**src/rtl/dcntr8_pkg.sv**
```systemverilog
// Shared constants for the dcntr8 loadable down-counter/timer.
package dcntr8_pkg;

  localparam int unsigned STATE_W   = 3;
  localparam int unsigned DEF_WIDTH = 8;

  localparam logic [STATE_W-1:0] ST_IDLE  = 3'b000;
  localparam logic [STATE_W-1:0] ST_LOAD  = 3'b001;
  localparam logic [STATE_W-1:0] ST_RUN   = 3'b010;
  localparam logic [STATE_W-1:0] ST_PAUSE = 3'b011;
  localparam logic [STATE_W-1:0] ST_ZERO  = 3'b100;

endpackage

```
**src/rtl/dcntr8_ns_logic.sv**
```systemverilog
// Combinational next-state, next-count, reload and terminal-count logic for dcntr8.
module dcntr8_ns_logic
  import dcntr8_pkg::*;
#(
  parameter int unsigned WIDTH = DEF_WIDTH
) (
  input  logic [STATE_W-1:0] state_q,
  input  logic [WIDTH-1:0]   cnt_q,
  input  logic [WIDTH-1:0]   rld_q,
  input  logic               load,
  input  logic               dec,
  input  logic               reload_en,
  input  logic [WIDTH-1:0]   d_in,
  output logic [STATE_W-1:0] state_d,
  output logic [WIDTH-1:0]   cnt_d,
  output logic [WIDTH-1:0]   rld_d,
  output logic               tc_d
);

  logic cnt_zero;
  logic cnt_one;

  assign cnt_zero = (cnt_q == '0);
  assign cnt_one  = (cnt_q == WIDTH'(1));

  always_comb begin
    state_d = state_q;
    cnt_d   = cnt_q;
    rld_d   = rld_q;
    tc_d    = 1'b0;

    if (load) begin
      cnt_d   = d_in;
      rld_d   = d_in;
      state_d = ST_LOAD;
    end else if (dec) begin
      if (!cnt_zero) begin
        // tc fires only on a genuine 1->0 step, never on load or reload
        cnt_d   = cnt_q - WIDTH'(1);
        state_d = cnt_one ? ST_ZERO : ST_RUN;
        tc_d    = cnt_one;
      end else if (reload_en && (rld_q != '0)) begin
        cnt_d   = rld_q;
        state_d = ST_RUN;
      end else begin
        state_d = ST_ZERO;
      end
    end else begin
      case (state_q)
        ST_IDLE:                         state_d = ST_IDLE;
        ST_LOAD, ST_RUN, ST_PAUSE, ST_ZERO: state_d = cnt_zero ? ST_ZERO : ST_PAUSE;
        default:                         state_d = ST_IDLE;
      endcase
    end
  end

endmodule

```
**src/rtl/dcntr8.sv**
```systemverilog
// Loadable down-counter/timer with optional auto-reload and a one-cycle terminal-count pulse.
module dcntr8
  import dcntr8_pkg::*;
#(
  parameter int unsigned WIDTH = DEF_WIDTH
) (
  input  logic               clk,
  input  logic               reset,
  input  logic               load,
  input  logic               dec,
  input  logic               reload_en,
  input  logic [WIDTH-1:0]   d_in,
  output logic [WIDTH-1:0]   d_out,
  output logic               tc,
  output logic [STATE_W-1:0] o_state
);

  logic [STATE_W-1:0] state_q, state_d;
  logic [WIDTH-1:0]   cnt_q, cnt_d;
  logic [WIDTH-1:0]   rld_q, rld_d;
  logic               tc_q, tc_d;

  dcntr8_ns_logic #(
    .WIDTH (WIDTH)
  ) u_ns_logic (
    .state_q   (state_q),
    .cnt_q     (cnt_q),
    .rld_q     (rld_q),
    .load      (load),
    .dec       (dec),
    .reload_en (reload_en),
    .d_in      (d_in),
    .state_d   (state_d),
    .cnt_d     (cnt_d),
    .rld_d     (rld_d),
    .tc_d      (tc_d)
  );

  always_ff @(posedge clk or posedge reset) begin
    if (reset) begin
      state_q <= ST_IDLE;
      cnt_q   <= '0;
      rld_q   <= '0;
      tc_q    <= 1'b0;
    end else begin
      state_q <= state_d;
      cnt_q   <= cnt_d;
      rld_q   <= rld_d;
      tc_q    <= tc_d;
    end
  end

  assign d_out   = cnt_q;
  assign tc      = tc_q;
  assign o_state = state_q;

endmodule

```
**config.mk**
```make
export PLATFORM = sky130hd
export DESIGN_NAME = dcntr8
export DESIGN_NICKNAME = d
export VERILOG_FILES = /design/src/rtl/dcntr8_pkg.sv /design/src/rtl/dcntr8_ns_logic.sv /design/src/rtl/dcntr8.sv
export SDC_FILE = /design/constraint.sdc
export NUM_CORES = 1
export LEC_CHECK = 0
export ABC_AREA = 0
export CAP_MARGIN = 0
export CORE_ASPECT_RATIO = 1.25
export CORE_MARGIN = 5
export CORE_UTILIZATION = 25
export CTS_CLUSTER_SIZE = 12
export DETAILED_ROUTE_END_ITERATION = 8
export PLACE_DENSITY = 0.54
export SETUP_SLACK_MARGIN = 0.4
export SLEW_MARGIN = 5
export SYNTH_ARGS = -nofsm -noshare
export SYNTH_HDL_FRONTEND = slang
export SYNTH_SLANG_ARGS = --single-unit
```
**constraint.sdc**
```tcl
create_clock -name clk -period 2 [get_ports clk]
set_clock_uncertainty 0.05 [all_clocks]
set_input_delay 0.6 -clock clk [delete_from_list [all_inputs] [get_ports clk]]
set_output_delay 0.6 -clock clk [all_outputs]
set_load 0.01 [all_outputs]
```
* Word-level counts from Yosys, hierarchy flattened
Index checks and enable logic that the tools add are counted.
** Operators by class
- Eq/ne operators :: 6
- Add/subtract/negate cells :: 1
- Reductions and logical operators :: 6
- Mux-type cells :: 14
** Operators by type and width (number)
- $mux 8 :: 4
- $mux 3 :: 7
- $eq 8x1->1 const B :: 1
- $logic_not 8->1 :: 1
- $reduce_bool 8->1 :: 1
- $sub 8x1->8 const B :: 1
- $eq 3x2->1 const B :: 2
- $reduce_or 4->1 :: 1
- $eq 3x1->1 const B :: 1
- $eq 3x3->1 const B :: 1
- $mux 1 :: 3
- $ne 3x3->1 const B :: 1
- $reduce_and 2->1 :: 1
- $reduce_bool 2->1 :: 1
- $logic_and 1x1->1 :: 1
** Storage, ports and cells
- Input bits :: 13
- Word-level logic and storage cells :: 31
- Bits in registers :: 20
- Output and inout port bits :: 12

* Depth between registers and ports, before layout
Gate-level depths: netlist (run 1).
- Depth after elaboration :: 6
- Gate-level depth with buffers :: 8
- Depth with buffers taken out :: 7

* Cells and area by module
Synthesis (run 1) repeated with hierarchy kept, for this count alone.
** Second synthesis, totals
- Cell total of the unflattened synthesis :: 122
- Area, all modules :: 1109.8 um^2
** By module, submodules not included
- dcntr8_ns_logic :: seq. area each 0.0 um^2, instances 1, cells each 101, area each 605.6 um^2
- dcntr8 :: seq. area each 500.5 um^2, instances 1, cells each 21, area each 504.2 um^2

* Worst setup path before layout (run 1)
No wires, ideal clock.
- Path kind :: register to register
- From :: reg cnt_q[0], in the netlist d_out[0]
- To :: reg cnt_q[2], in the netlist d_out[2]
- Stages on the path, launching flop included :: 8
- Arrival :: 1735 ps
- Setup time :: 142 ps
- Path buffers :: 0
- Setup slack :: 73 ps
- Clock period less this slack :: 1927 ps
- Required time :: 1808 ps
- Cell sequence :: dfrtp_1 -> inv_1 -> ha_1 -> nor4b_4 -> nand2_1 -> or3_4 -> o2111ai_1 -> o311ai_1
** On the way
- Word-level cells in the longest chain between the ends :: 4
- Elaborated cells on any way between the ends :: 7
- Classes of those cells :: add/sub (1); eq/ne (1); mux (3); reduce/logical (2)
** Ends and longest elaborated chain
- from (decl) :: RTL line dcntr8.sv:19 : logic [WIDTH-1:0] cnt_q, cnt_d;
- from (signal assigned) :: RTL line dcntr8.sv:47 : cnt_q <= cnt_d;
- $sub 8x1->8 / $logic_not 8->1 (equally long branches) :: RTL line dcntr8_ns_logic.sv:39, dcntr8_ns_logic.sv:23
- $mux 8 :: RTL line dcntr8_ns_logic.sv:37 : if (!cnt_zero) begin
- $mux 8 :: RTL line dcntr8_ns_logic.sv:36 : end else if (dec) begin
- $mux 8 :: RTL line dcntr8_ns_logic.sv:32 : if (load) begin
Several ways; a longest one is shown, not always the timed one. The select of a mux whose other input is x is not followed.
A chain may end at the register's enable or synchronous reset.

* Worst setup path after layout (run 1)
- From :: reg cnt_q[0], in the netlist d_out[0]
- To :: reg cnt_q[6], in the netlist d_out[6]
Same word-level chain as after synthesis.

==> metrics list, run 1 <==
- Run status: completed
- Number of antenna-violating nets in the routed design: 0
- Setup total negative slack on the finished layout was measured at 0 ns.
* Mean area per synthesized cell: between 9 and 10 µm²
* Global-route wire length before repair: 5.934 mm
- The number of antenna violations at the first check in global routing was 0.
- STA classifies the critical path startpoint as a register.
* Via count of the first global-routing pass: 1228
- Fin crit share: 89.59%
- Top-Level Pins: 25
* Count of flip-flops with a built-in enable after synthesis: 0
* Crit path arrival time: 1.89 ns
- Most utilized layer in the global route result: met2
- In the synthesized netlist the dominant register cell turns out to be dfrtp_1.
* Transition time of the tightest slew-check pin: 0.3789 ns
* Final Max Tran Viols: 0
* Post-Synthesis Net Count: 147
* Dominant cell by count in the synthesized netlist: dfrtp_1
- Excluding fillers, the count of instances in the completed layout stands at about 240.
* Setup slack at placement: -0.07263 ns
- Half-perimeter wire length after placement: 2.554 mm
* Area share of the largest cell type after synthesis: 42.33%
- Area contributors post-synth: dfrtp_1 42%, nand2_1 4.8%, o21ai_0 4.7%
- 0 antenna diodes ended up in the layout.
- Most instantiated cells after synthesis: 20 x dfrtp_1, 15 x nand2_1, 11 x inv_1, 11 x nor2_1, 11 x o21ai_0
- The worst setup path is captured at a register.
- Post-Synthesis Cells: 131
- CTS Buffer Depth: 2
- Clock insertion delay at the later pin of the skew report: 0.27 ns
- Data on the critical path is required at its endpoint by approximately 2.1 ns.
* Setup violation total in the final timing report: 0
- The tightest min-delay check is of the reg2reg type.
- DRC violation count after routing: 0
- Met1 Track Usage GR: 14.52%
- From synthesis to final layout, the design area changed by 56.72%.
- Logic gate share of total power: a little over a third
- In this run the tightest slew margin relative to its limit is between 70 and 80%.
- Initial core utilization: about a quarter
- After detailed routing, the total wire length is 3.492 mm.
* Global-route met2 utilization: a little over a fifth
* Overall die width: 71.51 µm
* Power share of the clock group: 24.2%
- For this block, the via count after detailed routing is 1189.
- The final layout contains 200 nets.
* Sequential element share of the synthesized area: 42.33%
- Total routing usage reported by global routing: 12.25%
* Final Hold Vio Count: 0
- Clock buffer count from CTS: 3
- The number of hold buffers added after CTS was 0.
* TritonCTS clock tree: done
* Synthesis-stage register bit count: 20
- Final core occ: 39.77%
- Setup slack after layout: 0.2082 ns
- Maximum number of pins on one net before global-route repair: 23
* Via density: between 4 and 5
- In the final routed layout, each cell accounts on average for between 10 and 15 µm.
* Cell taking the most area after synthesis: dfrtp_1
* Total power divided by cell area: approximately 630 nW/µm²
- Along the worst path, the maximum fanout reaches 10.
- The root buffer cell chosen for the clock tree is clkbuf_8.
- Proportion of power drawn by flip-flops and latches: 41.1%
- Setup CP Type: reg2reg
- Max frequency: 558.1 MHz
* Async set or reset register ratio after synthesis: 100.0%
* TritonCTS sink count: 20
- Fraction of layout cells with a size suffix above 1: 35.52%
* Switching Fraction: 31.67%
- Peak VDD IR: 0.2275 mV
- Placed instance count: 223
* Number of core rows: 28
- After clock tree synthesis, the clock-pin slew on the worst setup and hold paths is ~0.080 ns.
- For the finished layout, the period the worst path requires is 1.792 ns.
* Internal power consumption: around 0.80 mW
- Distinct cells, synth: 36
- Detailed-router iteration count before antenna repair: 4
* Global Route met3 Usage: 1.270%
* Syn Std Cell Area: 1182 µm²
- Leftover overflow at the end of global routing: 0
- Chip Height: 86.89 µm
- The detailed router finished its first iteration with 106 violations.
- The core region is 4659 µm².
* Buffers added on ports: 24
- Switching component of the power: between 0.3 and 0.4 mW
* Max capacitance violation total: 0
- RePlAce Congestion: 0.9238
- Die area: between 6000 and 7000 µm²
* Synth warnings: 0
* Final hold slack: between 0.5 and 0.6 ns
* Static Leak: 0.7954 nW
* RSZ-0062 raised after global routing: true
* Number of H-tree levels: 1
==> state kept, by name (all words and copies together) (netlist names) <==
name	flops
d_out	8
rld_q	8
o_state	3
tc	1
==> routing by layer <==
layer	vias up	share of wire, %
met3	7	4.5
met4	0	2.6
met5	-	0
met2	40	53
met1	576	40
li1	566	-
==> power by group through the flow <==
stage	logic (mW)	registers, mW	clock network, mW
3_3_place_gp	0.308	0.497	0
5_1_grt	0.444	0.483	0.304
6_report	0.405	0.479	0.282
4_1_cts	0.382	0.476	0.291
3_5_place_dp	0.310	0.499	0
2_1_floorplan	0.159	0.505	0
==> worst paths after layout <==
check                              start  slack [ns]  endpoint  cells past startpoint
worst max-delay path            d_out[0]        0.21  d_out[6]                      8
worst min-delay path            rld_q[1]        0.52  rld_q[1]                      2
worst max register to register  d_out[0]        0.21  d_out[6]                      8
worst min register to register  rld_q[1]        0.52  rld_q[1]                      2
max in group asynchronous          reset        1.05  d_out[6]                      3
min in group asynchronous          reset        0.60  rld_q[2]                      3
==> kinds of logic (layout without fill, tap and decap cells) <==
| group | count (synthesis) | in the layout | synth area share, % |
|---|---|---|---|
| adder cells (fa/ha/maj) | 3 | 3 | 3.175 |
| multiplexers | 5 | 5 | 4.656 |
| flip-flops | 20 | 20 | 42.33 |
| AO/OA/AOI/OAI | 32 | 32 | 17.25 |
| buffers and inverters | 17 | 69 | 5.502 |
| AND/OR/NAND/NOR | 52 | 52 | 25.61 |
| XOR/XNOR | 2 | 2 | 1.482 |
==> metrics by stage <==
step	cell area, µm²	power, mW
final	1853	1.165
after global routing	1853	1.232
after CTS	1777	1.148
after detailed placement	1598	0.8094
after global placement	1598	0.8055
after floorplan	1205	0.6635
==> critical path, stage by stage, from the launching register on <==
cell	delay, ns
dfrtp_2	0.42
inv_2	0.08
ha_4	0.16
nor4b_4	0.21
nand2_1	0.11
buf_4	0.20
nor3_4	0.24
buf_4	0.16
a21oi_1	0.04
==> what timing repair did <==
item / in CTS / in global routing
setup buffers: 11 / 5
endpoints found under the hold margin: 0 / 0
endpoints found under the setup margin: 24 / 18
pin swaps: 9 / 7
gates resized for setup: 44 / 13
==> cell usage in the layout (no fill, tap or decap), drive strengths merged, types with 3 or more instances in the layout <==
master	instances
a21oi	8
buf	33
clkbuf	4
clkdlybuf4s15	8
clkdlybuf4s50	10
dfrtp	20
ha	3
inv	11
mux2	4
nand2	15
nand3	7
nor2	11
nor3	5
o21ai	11
==> cell type report <==
class / count / area (µm²)
Fill cell: 477 / 2806
Inverter: 11 / 41.29
Timing Repair Buffer: 54 / 475.5
Tap cell: 60 / 75.07
Sequential cell: 20 / 508.0
Multi-Input combinational cell: 94 / 708.2
Clock buffer: 4 / 45.04
Power figures use the tool's default switching activity.
==> run 2, diff against run 1 <==
Settings changed: CTS_CLUSTER_SIZE 12 to not set.
==> results of run 2 <==
The final DEF is identical to that of run 1; final timing and power are the same.
==> run 3, diff against run 2 <==
Settings changed: CTS_CLUSTER_SIZE set to 40, SYNTH_HIERARCHICAL set to 1.
==> run 3 against run 2 <==
The flow now finishes with violations (negative setup slack). Core utilization up 5.5 points. Fmax down 18%. Power up 11%. Combinational power up 1%. Cell count up 0.41%. Routed wire length up 0.95%. Area after synthesis down 6.1%. First-iteration DRC count down 62%. Sequential power down 0.8%. Die area down 5.4%. Critical path type unchanged. Largest power group unchanged.
==> metrics list, run 3 <==
- The layout overhead on the synthesized area was 77.68% (was 56.72%).
* Post-Synthesis Cells: 122 (was 131)
- The global placer's final weighted congestion came to 0.8214 (was 0.9238).
- The slew of the pin with the lowest slew margin was 0.4302 ns (was 0.3789 ns).
- The clock transition at the registers of the reported paths is 0.08 ns (about the same).
- The most common cell in the synthesized netlist is dfrtp_1 (unchanged).
- Total chip power: 1.292 mW (was 1.165 mW)
* Switching component of the power: 0.3572 mW (was 0.3691 mW)
- The largest net degree at the start of global routing came to 21 (was 23).
- Fraction of layout cells with a size suffix above 1: 44.62% (was 35.52%)
- The vias per cell was 4.816 (was 4.893).
* Synthesized-area fraction occupied by and/or/nand/nor cells: 19.17% (was 25.61%)
- Non-filler instance count after layout: 244 (was 243)
* Required @ worst endpoint: 2.10 ns (about the same)
- Net count, final: 203 (was 200)
- The TritonCTS sink count came to 20 (unchanged).
- Average wire per standard cell: 14.45 µm (was 14.37 µm)
- The die width is 69.60 µm (was 71.51 µm).
- The cell taking the most area after synthesis was dfrtp_1 (unchanged).
- Switching Fraction: 27.64% (was 31.67%)
- The number of CTS-inserted buffers is 3 (unchanged).
- Area share of the largest cell type after synthesis: 45.10% (was 42.33%)
- The sequential fraction of design power is 36.7% (was 41.1%).
* Number of core rows: 27 (was 28)
- The final-report setup violation count is 5 (was 0).
* Logic gate share of total power: 31.6% (was 34.8%)
- Leftover overflow at the end of global routing: 0 (unchanged)
- Setup slack at placement: -0.2584 ns (was -0.07263 ns)
- The number of synthesized flops with an enable pin is 0 (unchanged).
* Total routing usage reported by global routing: 11.68% (was 12.25%)
- The post-synthesis share of cell area spent on full adders, half adders and majority gates came to 3.382% (was 3.175%).
- Synth warnings: 6 (was 0)
- Root buffer selected by CTS: clkbuf_8 (unchanged)
- The core box area came to 4358 µm² (was 4659 µm²).
- The combined area of all synthesized cells is 1110 µm² (was 1182 µm²).
- The final hold violation count came to 0 (unchanged).
- Worst-path maximum fanout: 4 (was 10)
* Initial core utilization: 25.47% (was 25.38%)
- The first-pass detailed-route iteration total is 4 (unchanged).
- Final Max Tran Viols: 0 (unchanged)
* Largest family of logic cells by synthesized area: compound AO/OA/AOI/OAI gates (was simple AND/OR/NAND/NOR gates)
- The global-route wire length before repair was 5.678 mm (was 5.934 mm).
- Number of antenna diodes: 0 (unchanged)
- The most frequently used flop master after synthesis is dfrtp_1 (unchanged).
* Half-perimeter wire length after placement: 2.421 mm (was 2.554 mm)
- Worst hold path cell count: 1 (was 2)
- The total die area is 5880 µm² (was 6214 µm²).
- Run status: complete, but fails checks (was completed).
* Peak VDD IR: 0.2894 mV (was 0.2275 mV)
* Max capacitance violation total: 0 (unchanged)
* Number of antenna-violating nets in the routed design: 0 (unchanged)
- RSZ-0062 raised after global routing: true (unchanged).
* Synthesis-stage register bit count: 20 (unchanged)
- The count of different cell masters after synthesis is 37 (was 36).
- The number of design rule violations left after detail routing is 0 (unchanged).
- The class of the worst hold path is reg2reg (unchanged).
- Total power divided by cell area: 655.3 nW/µm² (was 628.9 nW/µm²)
* Most frequent cells in the layout: 28 x buf_4, 19 x buf_6, 17 x dfrtp_1 (was 26 x buf_4, 15 x nand2_1, 14 x dfrtp_1)
* Total wirelength of the detailed-routed design: 3.525 mm (was 3.492 mm)
* Sequential element share of the synthesized area: 45.10% (was 42.33%)
* Portion of netlist area occupied by mux cells: 4.284% (was 4.656%)
* Fin crit share: 109.1% (was 89.59%)
- Most instantiated cells after synthesis: 20 x dfrtp_1, 14 x o21ai_0, 13 x inv_1 (was 20 x dfrtp_1, 15 x nand2_1, 11 x inv_1, 11 x nor2_1, 11 x o21ai_0).
* Buffers added on ports: 24 (unchanged)
- Violations in the final reports: negative setup slack
- The clock latency at the later pin of the worst-skew pair came to 0.27 ns (about the same).
* Compound-Gate Fraction of Synth Area: 21.53% (was 17.25%)
* Via count of the first global-routing pass: 1238 (was 1228)
- The initial detailed-routing violation count came to 40 (was 106).
- The shortest clock period the worst path allows after layout came to 2.183 ns (was 1.792 ns).
* Area contributors post-synth: dfrtp_1 45%, o21ai_0 6.3%, inv_1 4.4% (was dfrtp_1 42%, nand2_1 4.8%, o21ai_0 4.7%)
- Power share of the clock group: 31.6% (was 24.2%)
* Post-CTS Hold Buffers: 0 (unchanged)
- Reg2reg path depth: 8 (unchanged)
- Parity-gate share of the synthesized area counting xor and xnor cells: 0.7892% (was 1.481%)
- The setup slack after layout is -0.1827 ns (was 0.2082 ns).
* Internal power consumption: 0.9350 mW (was 0.7964 mW)
- Mean area per synthesized cell: 9.097 µm² (was 9.026 µm²)
- CTS Buffer Depth: 2 (unchanged)
- The number of antenna violations at the first check in global routing is 0 (unchanged).
- Setup CP Type: reg2reg (unchanged)
* Async set or reset register ratio after synthesis: 100.0% (unchanged)
- The chip height came to 84.49 µm (was 86.89 µm).
* Max frequency: 458.2 MHz (was 558.1 MHz)
- Commonest non-fill, non-tap cell in the layout: buf_4 (unchanged)
* Relative max-transition margin: 71.08% (was 74.65%)
* Top-Level Pins: 25 (unchanged)
- Setup total negative slack: -0.6314 ns (was 0 ns)
* Critical Path End Type: register (unchanged)
* Category of the worst setup path launch point: register (unchanged)
- The total nets after synthesis was 138 (was 147).
* TritonCTS clock tree: done (unchanged)
- The deepest level of the CTS H-tree came to 1 (unchanged).
* Placed instance count: 224 (was 223)
* Number of vias after detailed routing: 1175 (was 1189)
* Crit path arrival time: 2.29 ns (was 1.89 ns)
* Static Leak: 0.8944 nW (was 0.7954 nW)
run 3: kinds of logic (layout without fill, tap and decap cells):
logic type	Yosys count	count (layout)
and+or+nand+nor	40	40
AOI/OAI and AO/OA	37	37
DFF	20	20
buffers and inverters	17	81
muxes	4	4
adders and majority gates	3	3
xor gates and xnor gates	1	1
run 3: final timing paths:
path                               start    endpoint  slack (ns)
worst min-delay path            rld_q[6]    rld_q[6]        0.52
max in group asynchronous          reset    d_out[3]        1.07
worst min register to register  rld_q[6]    rld_q[6]        0.52
min in group asynchronous          reset  o_state[2]        0.60
worst max register to register  d_out[1]    d_out[1]       -0.18
worst max-delay path            d_out[1]    d_out[1]       -0.18
run 3: stage by stage:
| step | utilization [%] | hold WS [ns] | area (µm²) |
|---|---|---|---|
| after floorplan | - | 0.4534 | 1131 |
| after global placement | 36.92 | 0.4765 | 1609 |
| after detailed placement | 36.92 | 0.4855 | 1609 |
| after CTS | 41.54 | 0.5055 | 1810 |
| after global routing | 45.25 | 0.5435 | 1972 |
| final | 45.25 | 0.5188 | 1972 |
run 3: cell type report:
type / instances / area [µm²]
fillers: 423 / 2386
multi-input cells: 85 / 685.7
repair buffers: 64 / 589.3
flip-flops and latches: 20 / 504.2
well taps: 58 / 72.57
inverters: 13 / 48.80
clock buffers: 3 / 41.29
clock inverters: 1 / 30.03
run 3: power groups by stage:
stage	clock (mW)	combinational, mW	sequential, mW
6_report	0.408	0.409	0.475
5_1_grt	0.431	0.441	0.480
4_1_cts	0.421	0.357	0.469
3_5_place_dp	0	0.309	0.479
3_3_place_gp	0	0.306	0.477
2_1_floorplan	0	0.130	0.492
run 3: what timing repair did:
action                                  CTS  global route
gates resized for setup                  66            26
setup buffers                            10             6
pin swaps                                 5             7
endpoints found under the setup margin   23            20
run 3: routing by layer:
metal | part of all wire (%) | vias to the layer above | track usage [%] | wire [µm]
met5 | 0 | - | 0 | 0
met1 | 40 | 571 | 14.14 | 1415
met4 | 2.2 | 0 | 4.973 | 77
li1 | - | 569 | - | -
met2 | 55 | 29 | 21.27 | 1934
met3 | 2.8 | 6 | 0.5988 | 98
run 3: worst max-delay path, stage by stage, from the launching register on:
cell and delay [ns]:
dfrtp_2 0.42, inv_2 0.08, ha_4 0.13, or4b_4 0.47, a2111o_1 0.39, buf_4 0.17
a2bb2oi_2 0.12, o22ai_1 0.14, o21ai_1 0.09
